### config.mk
export PLATFORM = sky130hd
export DESIGN_NAME = alu_result_fifo
export DESIGN_NICKNAME = d
export VERILOG_FILES = /design/src/rtl/alu_result_fifo.sv
export SDC_FILE = /design/constraint.sdc
export NUM_CORES = 1
export LEC_CHECK = 0
export CAP_MARGIN = 10
export CORE_MARGIN = 2
export CORE_UTILIZATION = 52
export CTS_CLUSTER_SIZE = 8
export DETAILED_ROUTE_END_ITERATION = 7
export PLACE_DENSITY = 0.86
export SETUP_SLACK_MARGIN = 0.2
export SYNTH_ARGS = -nofsm -noshare
export SYNTH_HDL_FRONTEND = slang
export SYNTH_SLANG_ARGS = --single-unit
### constraint.sdc
create_clock -name clk -period 2.5 [get_ports clk]
set_input_delay 0.375 -clock clk [delete_from_list [all_inputs] [get_ports clk]]
set_output_delay 0.375 -clock clk [all_outputs]
set_load 0.005 [all_outputs]
### src/rtl/alu_result_fifo.sv
// Registered FIFO for ALU results {sel, c, y} with a saturating carry-out counter.
// Optional per-entry even parity is enabled by defining ALU_RESULT_FIFO_PARITY_EN.
module alu_result_fifo #(
   parameter int WIDTH = 4,
   parameter int DEPTH = 4
) (
   input  logic                       clk,
   input  logic                       rst,
   input  logic                       in_valid,
   output logic                       in_ready,
   input  logic [2:0]                 in_sel,
   input  logic [WIDTH-1:0]           in_y,
   input  logic                       in_c,
   output logic                       out_valid,
   input  logic                       out_ready,
   output logic [2:0]                 out_sel,
   output logic [WIDTH-1:0]           out_y,
   output logic                       out_c,
   output logic                       out_par,
   output logic [$clog2(DEPTH):0]     level,
   output logic [7:0]                 carry_cnt,
   input  logic                       cnt_clr
);

   localparam int PW = $clog2(DEPTH);
   localparam int LW = PW + 1;

   logic [PW-1:0]    wr_ptr;
   logic [PW-1:0]    rd_ptr;
   logic [LW-1:0]    count;
   logic             wr;
   logic             rd;

   logic [2:0]       mem_sel [DEPTH];
   logic             mem_c   [DEPTH];
   logic [WIDTH-1:0] mem_y   [DEPTH];

   // Handshake: a transfer happens on a rising edge where valid and ready are
   // both 1. in_ready and out_valid come only from the registered occupancy,
   // so neither depends on in_valid or out_ready in the same cycle.
   assign in_ready  = (count != LW'(DEPTH));
   assign out_valid = (count != '0);
   assign wr        = in_valid & in_ready;
   assign rd        = out_valid & out_ready;
   assign level     = count;

   always_ff @(posedge clk) begin
      if (wr) begin
         mem_sel[wr_ptr] <= in_sel;
         mem_c[wr_ptr]   <= in_c;
         mem_y[wr_ptr]   <= in_y;
      end
   end

   always_ff @(posedge clk) begin
      if (rst) begin
         wr_ptr    <= '0;
         rd_ptr    <= '0;
         count     <= '0;
         carry_cnt <= '0;
      end else begin
         if (wr) wr_ptr <= wr_ptr + PW'(1);
         if (rd) rd_ptr <= rd_ptr + PW'(1);
         case ({wr, rd})
            2'b10:   count <= count + LW'(1);
            2'b01:   count <= count - LW'(1);
            default: count <= count;
         endcase
         // Clear beats a simultaneous carry write; the count sticks at 255.
         if (cnt_clr)
            carry_cnt <= '0;
         else if (wr && in_c && (carry_cnt != 8'hFF))
            carry_cnt <= carry_cnt + 8'd1;
      end
   end

   assign out_sel = out_valid ? mem_sel[rd_ptr] : '0;
   assign out_c   = out_valid ? mem_c[rd_ptr]   : 1'b0;
   assign out_y   = out_valid ? mem_y[rd_ptr]   : '0;

`ifdef ALU_RESULT_FIFO_PARITY_EN
   logic mem_par [DEPTH];

   always_ff @(posedge clk) begin
      if (wr) mem_par[wr_ptr] <= ^{in_sel, in_c, in_y};
   end

   assign out_par = out_valid ? mem_par[rd_ptr] : 1'b0;
`else
   assign out_par = 1'b0;
`endif

endmodule

==> metrics, run 1 <==
status completed; Cell variety after synth 37; Yosys warning total 0; worst path arrival time between 1500 and 2000 ps; CTS tree done; Mapped Cells 151; All-Layer GR Usage 18.7%; Die Area approximately 4600 µm²; average wire per standard cell between 15 and 20 µm; mean post-synth cell area around 14 µm²; Synthesized Nets 171; DP Worst Slack 47.3 ps; largest net degree at the start of global routing 17; Worst Setup Start Kind flip-flop; most frequent cells in the layout edfxtp_1, clkdlybuf4s50_1, dfxtp_1; post-synthesis sequential area ratio between 60% and 70%; vias in the first global route ~1400; # fillers ~250; final worst slack approximately 240 ps; first-pass GRT wire length ~6.1 mm; htree depth 2; HP Class reg -> reg; final number of hold-violating endpoints 0; required time of the worst setup path between 2000 and 2500 ps; area delta synth->final 28.6%; gr ovfl total 0; unrepaired setup endpoints after global routing true; router iterations before antenna repair 4; Max IR drop VDD between 0.6 and 0.7 mV; Max-Cap Viols 0; CTS max path bufs 2; Worst setup EP type output port; drt drc 0; post-layout min period 2260 ps; fin crit share about nine tenths; Synth Register Bits between 40 and 50; core area 3940 µm²; Pwr per Cell Area ~920 nW/µm²; Pins Over Slew Limit 0; main combinational cell family by area after synthesis simple AND/OR/NAND/NOR gates; total CTS buffers 5; final setup vio count 0; die width about 68 µm; Chip Height 67.7 µm; Site Rows 23; GPL Wtd Cong 0.736; crit-path max FO 9; Top Ports 35; Post-Syn Area between 2000 and 2500 µm²; Peak Freq 443 MHz; # diodes 0; post-synthesis mux area share under 10%; post-route ant nets 0; HPWL Detailed between 2 and 3 mm; CTS sink cnt between 40 and 50; drt total wl about 3.9 mm; DR iter-0 viols 65; leading cell type in the layout, fill and taps excluded edfxtp_1; Initial Util approximately 54%; Synth Area in Compound Gates 4.86%; Synth Area in Simple Gates 14.2%; XOR/XNOR share of the synthesized area approximately 2.1%; Pleak between 1 and 1.5 nW; Via density between 5 and 6; Final #Nets roughly 220; critical path class reg -> out; clk root buf clkbuf_8; initial antenna violation count 0; Layout Skew ~4.5 ps; final setup TNS 0 ps; adder-cell area share of the yosys netlist under 10%; Clock Latency Late Sink around 300 ps; Port-buffer cells 33; layout cells sized above 1 a little under a quarter; total number of vias 1361; CTS clk-pin slew, worst paths ~80 ps
synth_stat cells (all sizes together):
cell type | number | area [µm²]
edfxtp | 32 | 961
dfxtp | 17 | 340
nor2 | 10 | 37.5
and2 | 9 | 56.3
mux4 | 8 | 180
inv | 7 | 26.3
nand3 | 7 | 47.6
a21oi | 6 | 30.0
ha | 6 | 75.1
nand2 | 5 | 18.8
or3 | 5 | 35.0
and3 | 4 | 30.0
buf | 3 | 16.3
clkbuf | 3 | 11.3
nor4 | 3 | 18.8
o21ai | 3 | 15.0
xor2 | 3 | 26.3
mux2i | 2 | 20.0
o31ai | 2 | 15.0
or4 | 2 | 15.0
xnor2 | 2 | 17.5
a311oi | 1 | 8.76
a31oi | 1 | 6.26
a41o | 1 | 10.0
clkinv | 1 | 8.76
conb | 1 | 3.75
fa | 1 | 20.0
nand4 | 1 | 12.5
nor3 | 1 | 10.0
nor3b | 1 | 12.5
o211a | 1 | 10.0
o21a | 1 | 7.51
or2 | 1 | 6.26
power breakdown:
group / switching [mW] / internal (mW) / total, mW
Clock: 0.256 / 0.299 / 0.555
Sequential: 0.0694 / 0.974 / 1.04
Combinational: 0.357 / 0.549 / 0.906
path summary, 6_finish.rpt:
check,startpoint,end,slack [ps],cells past startpoint
max,level[2],out_c,240,4
min,level[2],level[2],510,2
max reg2reg,level[0],level[2],260,9
min reg2reg,level[2],level[2],510,2
registers in the layout (all words and copies together) (netlist names), named ones only:
name,flops
carry_cnt,8
rd_ptr,2
wr_ptr,2
mem_sel,12
mem_y,16
level,3
mem_c,4
routing by layer:
metal | part of all wire [%] | up-vias | track usage [%]
li1 | - | 645 | -
met1 | 39 | 665 | 19.3
met2 | 54 | 44 | 34.4
met3 | 6.0 | 7 | 6.50
met4 | 1.8 | 0 | 6.63
met5 | 0 | - | 0
metrics by stage:
stage	cell area, µm²	util [%]	instances	power (mW)	hold slack, ps
CTS	2640	67.0	240	2.46	513
detailed placement	2500	63.5	231	1.88	521
global placement	2500	63.5	231	1.83	489
finish	2710	68.8	246	2.50	508
global route	2710	68.8	246	2.66	540
floorplan	2120	-	151	1.49	474
final cells by class:
cell class / count / area, µm² / share of cell area [%]
inverters: 8 / 35.0 / 1.29
clock inverters: 3 / 46.3 / 1.71
well taps: 50 / 62.6 / 2.31
repair buffers: 43 / 437 / 16.1
flip-flops and latches: 49 / 1310 / 48.2
multi-input cells: 88 / 757 / 27.9
clock buffers: 5 / 68.8 / 2.54
critical path, cell delays in order, from the launching register on:
cell             delay (ps)
dfxtp_2                 340
or3_2                   500
buf_6                   160
and2_1                  140
clkdlybuf4s50_1         440
repair_timing:
action | in CTS | in global routing
setup buffers | 1 | 6
endpoints found under the hold margin | 0 | 0
pin swaps | 1 | 1
resized for setup | 7 | 9
setup endpoints to repair | 9 | 9
hold buffers | 0 | 0
kinds of logic (layout without fill, tap and decap cells):
group | Yosys count | count (layout)
other cells | 1 | 1
simple gates | 49 | 49
flops | 49 | 49
mux | 10 | 10
compound gates | 16 | 16
buf+inv | 14 | 59
fa+ha+maj | 7 | 7
xor+xnor | 5 | 5
(Power assumes the default switching activity.)
==> run 2: changes to the inputs <==
- CORE_MARGIN: 2 -> default
- GPL_ROUTABILITY_DRIVEN: default -> 1
- SKIP_LAST_GASP: default -> 1
==> run 2 against run 1 <==
Against the previous run:
- die area fell by 5.8%
- non-clock buffer count fell by 1
- via count fell by 1.4%
- maximum frequency fell by 0.81%
- hold slack improved by 16 ps
- critical endpoint is now level[2]
- largest cell class unchanged
==> metrics, run 2 (synthesized netlist as in run 1, its figures left out) <==
crit-path max FO 5 (was 9); Layout Skew 9.34 ps (was 4.48 ps); first-pass GRT wire length 6.22 mm (was 6.09 mm); vias in the first global route 1302 (was 1382); switch share 26.1% (was 27.2%); CTS sink cnt 49 (unchanged); Pwr per Cell Area 945 nW/µm² (was 923 nW/µm²); Pleak 0.980 nW (was 1.04 nW); leading cell type in the layout, fill and taps excluded edfxtp_1 (unchanged); fin crit share 90.9% (was 90.2%); Top Registers mem_y: 16 flops, mem_sel: 12 flops, carry_cnt: 8 flops (unchanged); max reg flops 16 (unchanged); area delta synth->final 27.9% (was 28.6%); critical path class reg -> reg (was reg -> out); die width 65.7 µm (was 67.7 µm); total number of vias 1342 (was 1361); Worst Setup Start Kind flip-flop (unchanged); Clock power frac 25.5% (was 22.2%); CTS max path bufs 2 (unchanged); P_sw 0.664 mW (was 0.682 mW); Top Ports 35 (unchanged); Initial Util 55.9% (was 53.5%); drt total wl 3.88 mm (was 3.86 mm); top routing layer in use met4 (unchanged); Via density 5.52 (was 5.53); core area 3770 µm² (was 3940 µm²); HPWL Detailed 2.73 mm (was 2.76 mm); Pins Over Slew Limit 0 (unchanged); internal reg-to-reg setup slack 230 ps (was 260 ps); CTS tree done (unchanged); final setup vio count 0 (unchanged); final setup TNS 0 ps (unchanged); register with the most flip-flops mem_y (unchanged); register share of total power 40.8% (was 41.7%); Worst setup EP type flip-flop (was output port); total power draw 2.55 mW (was 2.50 mW); Site Rows 22 (was 23); average wire per standard cell 16.0 µm (was 15.7 µm); final worst slack 226 ps (was 245 ps); Final #Nets 214 (was 215); most frequent cells in the layout edfxtp_1, clkdlybuf4s50_1, dfxtp_1 (unchanged); post-layout min period 2270 ps (was 2260 ps); DR WL met3 155 µm (was 231 µm); router iterations before antenna repair 4 (unchanged); final number of hold-violating endpoints 0 (unchanged); unrepaired setup endpoints after global routing true (unchanged); wire length on met1 1.70 mm (was 1.49 mm); internal cell power 1.88 mW (was 1.82 mW); status completed (unchanged); Chip Height 65.7 µm (was 67.7 µm); Max-Cap Viols 0 (unchanged); drt drc 0 (unchanged); gr ovfl total 0 (unchanged); HP Class reg -> reg (unchanged); GPL Wtd Cong 0.727 (was 0.736); All-Layer GR Usage 19.5% (was 18.7%); htree depth 2 (unchanged); Max IR drop VDD 0.754 mV (was 0.668 mV); Die Area 4320 µm² (was 4580 µm²); largest net degree at the start of global routing 16 (was 17); post-route ant nets 0 (unchanged); clk root buf clkbuf_8 (unchanged); total CTS buffers 5 (unchanged); required time of the worst setup path 2710 ps (was 2120 ps); Comb pwr share 33.8% (was 36.2%); # diodes 0 (unchanged); Port-buffer cells 33 (unchanged); initial antenna violation count 0 (unchanged); WL met2 1.98 mm (was 2.07 mm); Clock Latency Late Sink 300 ps (about the same); layout cells sized above 1 22.1% (was 23.0%); DR iter-0 viols 71 (was 65); DP Worst Slack -4.27 ps (was 47.3 ps); CTS clk-pin slew, worst paths 90 ps (was 80 ps); worst path arrival time 2490 ps (was 1880 ps); # fillers 233 (was 254); Peak Freq 440 MHz (was 443 MHz)
-- run 2: metrics by stage --
step | util (%) | std cells | hold WS (ps) | instance area (µm²)
floorplan | - | 151 | 474 | 2120
global placement | 66.3 | 229 | 489 | 2500
detailed placement | 66.3 | 229 | 522 | 2500
CTS | 70.4 | 238 | 525 | 2650
global route | 71.5 | 243 | 568 | 2700
finish | 71.5 | 243 | 524 | 2700
-- run 2: path summary, 6_finish.rpt --
kind	from	cells past startpoint	endpoint
worst max-delay path	level[1]	9	level[2]
worst min-delay path	level[2]	2	level[2]
worst max register to register	level[1]	9	level[2]
worst min register to register	level[2]	2	level[2]
-- run 2: final cells by class --
type                       instances  area (µm²)  share of cell area [%]
timing repair buffer              42         407                    15.1
clock inverter                     3        65.1                    2.41
inverter                           8        35.0                    1.30
sequential                        49        1310                    48.4
tap                               48        60.1                    2.23
multi-input combinational         88         757                    28.1
clock buffer                       5        68.8                    2.55
-- run 2: power groups by stage --
stage	logic [mW]	clock network, mW	registers (mW)
2_1_floorplan	0.456	0	1.03
3_3_place_gp	0.793	0	1.04
3_5_place_dp	0.816	0	1.05
4_1_cts	0.838	0.658	1.04
5_1_grt	0.946	0.682	1.05
6_report	0.860	0.650	1.04
-- run 2: layer usage --
metal  up-vias  GRT usage, %
met2        45          33.7
met1       648          24.9
li1        645             -
met3         4          3.65
met4         0          4.89
met5         -             0
-- run 2: what timing repair did --
item,in CTS,in global routing
endpoints found under the setup margin,9,9
resized for setup,5,3
pin swaps,1,1
setup buffers,1,5
hold buffers,0,0
-- run 2: critical path, cell delays in order (launching register included) --
cell,delay (ps)
dfxtp_1,370
nor3b_4,270
clkinv_4,80
nand2_2,110
ha_2,200
inv_1,60
fa_1,370
xor2_1,170
or3_2,410
a21oi_1,150
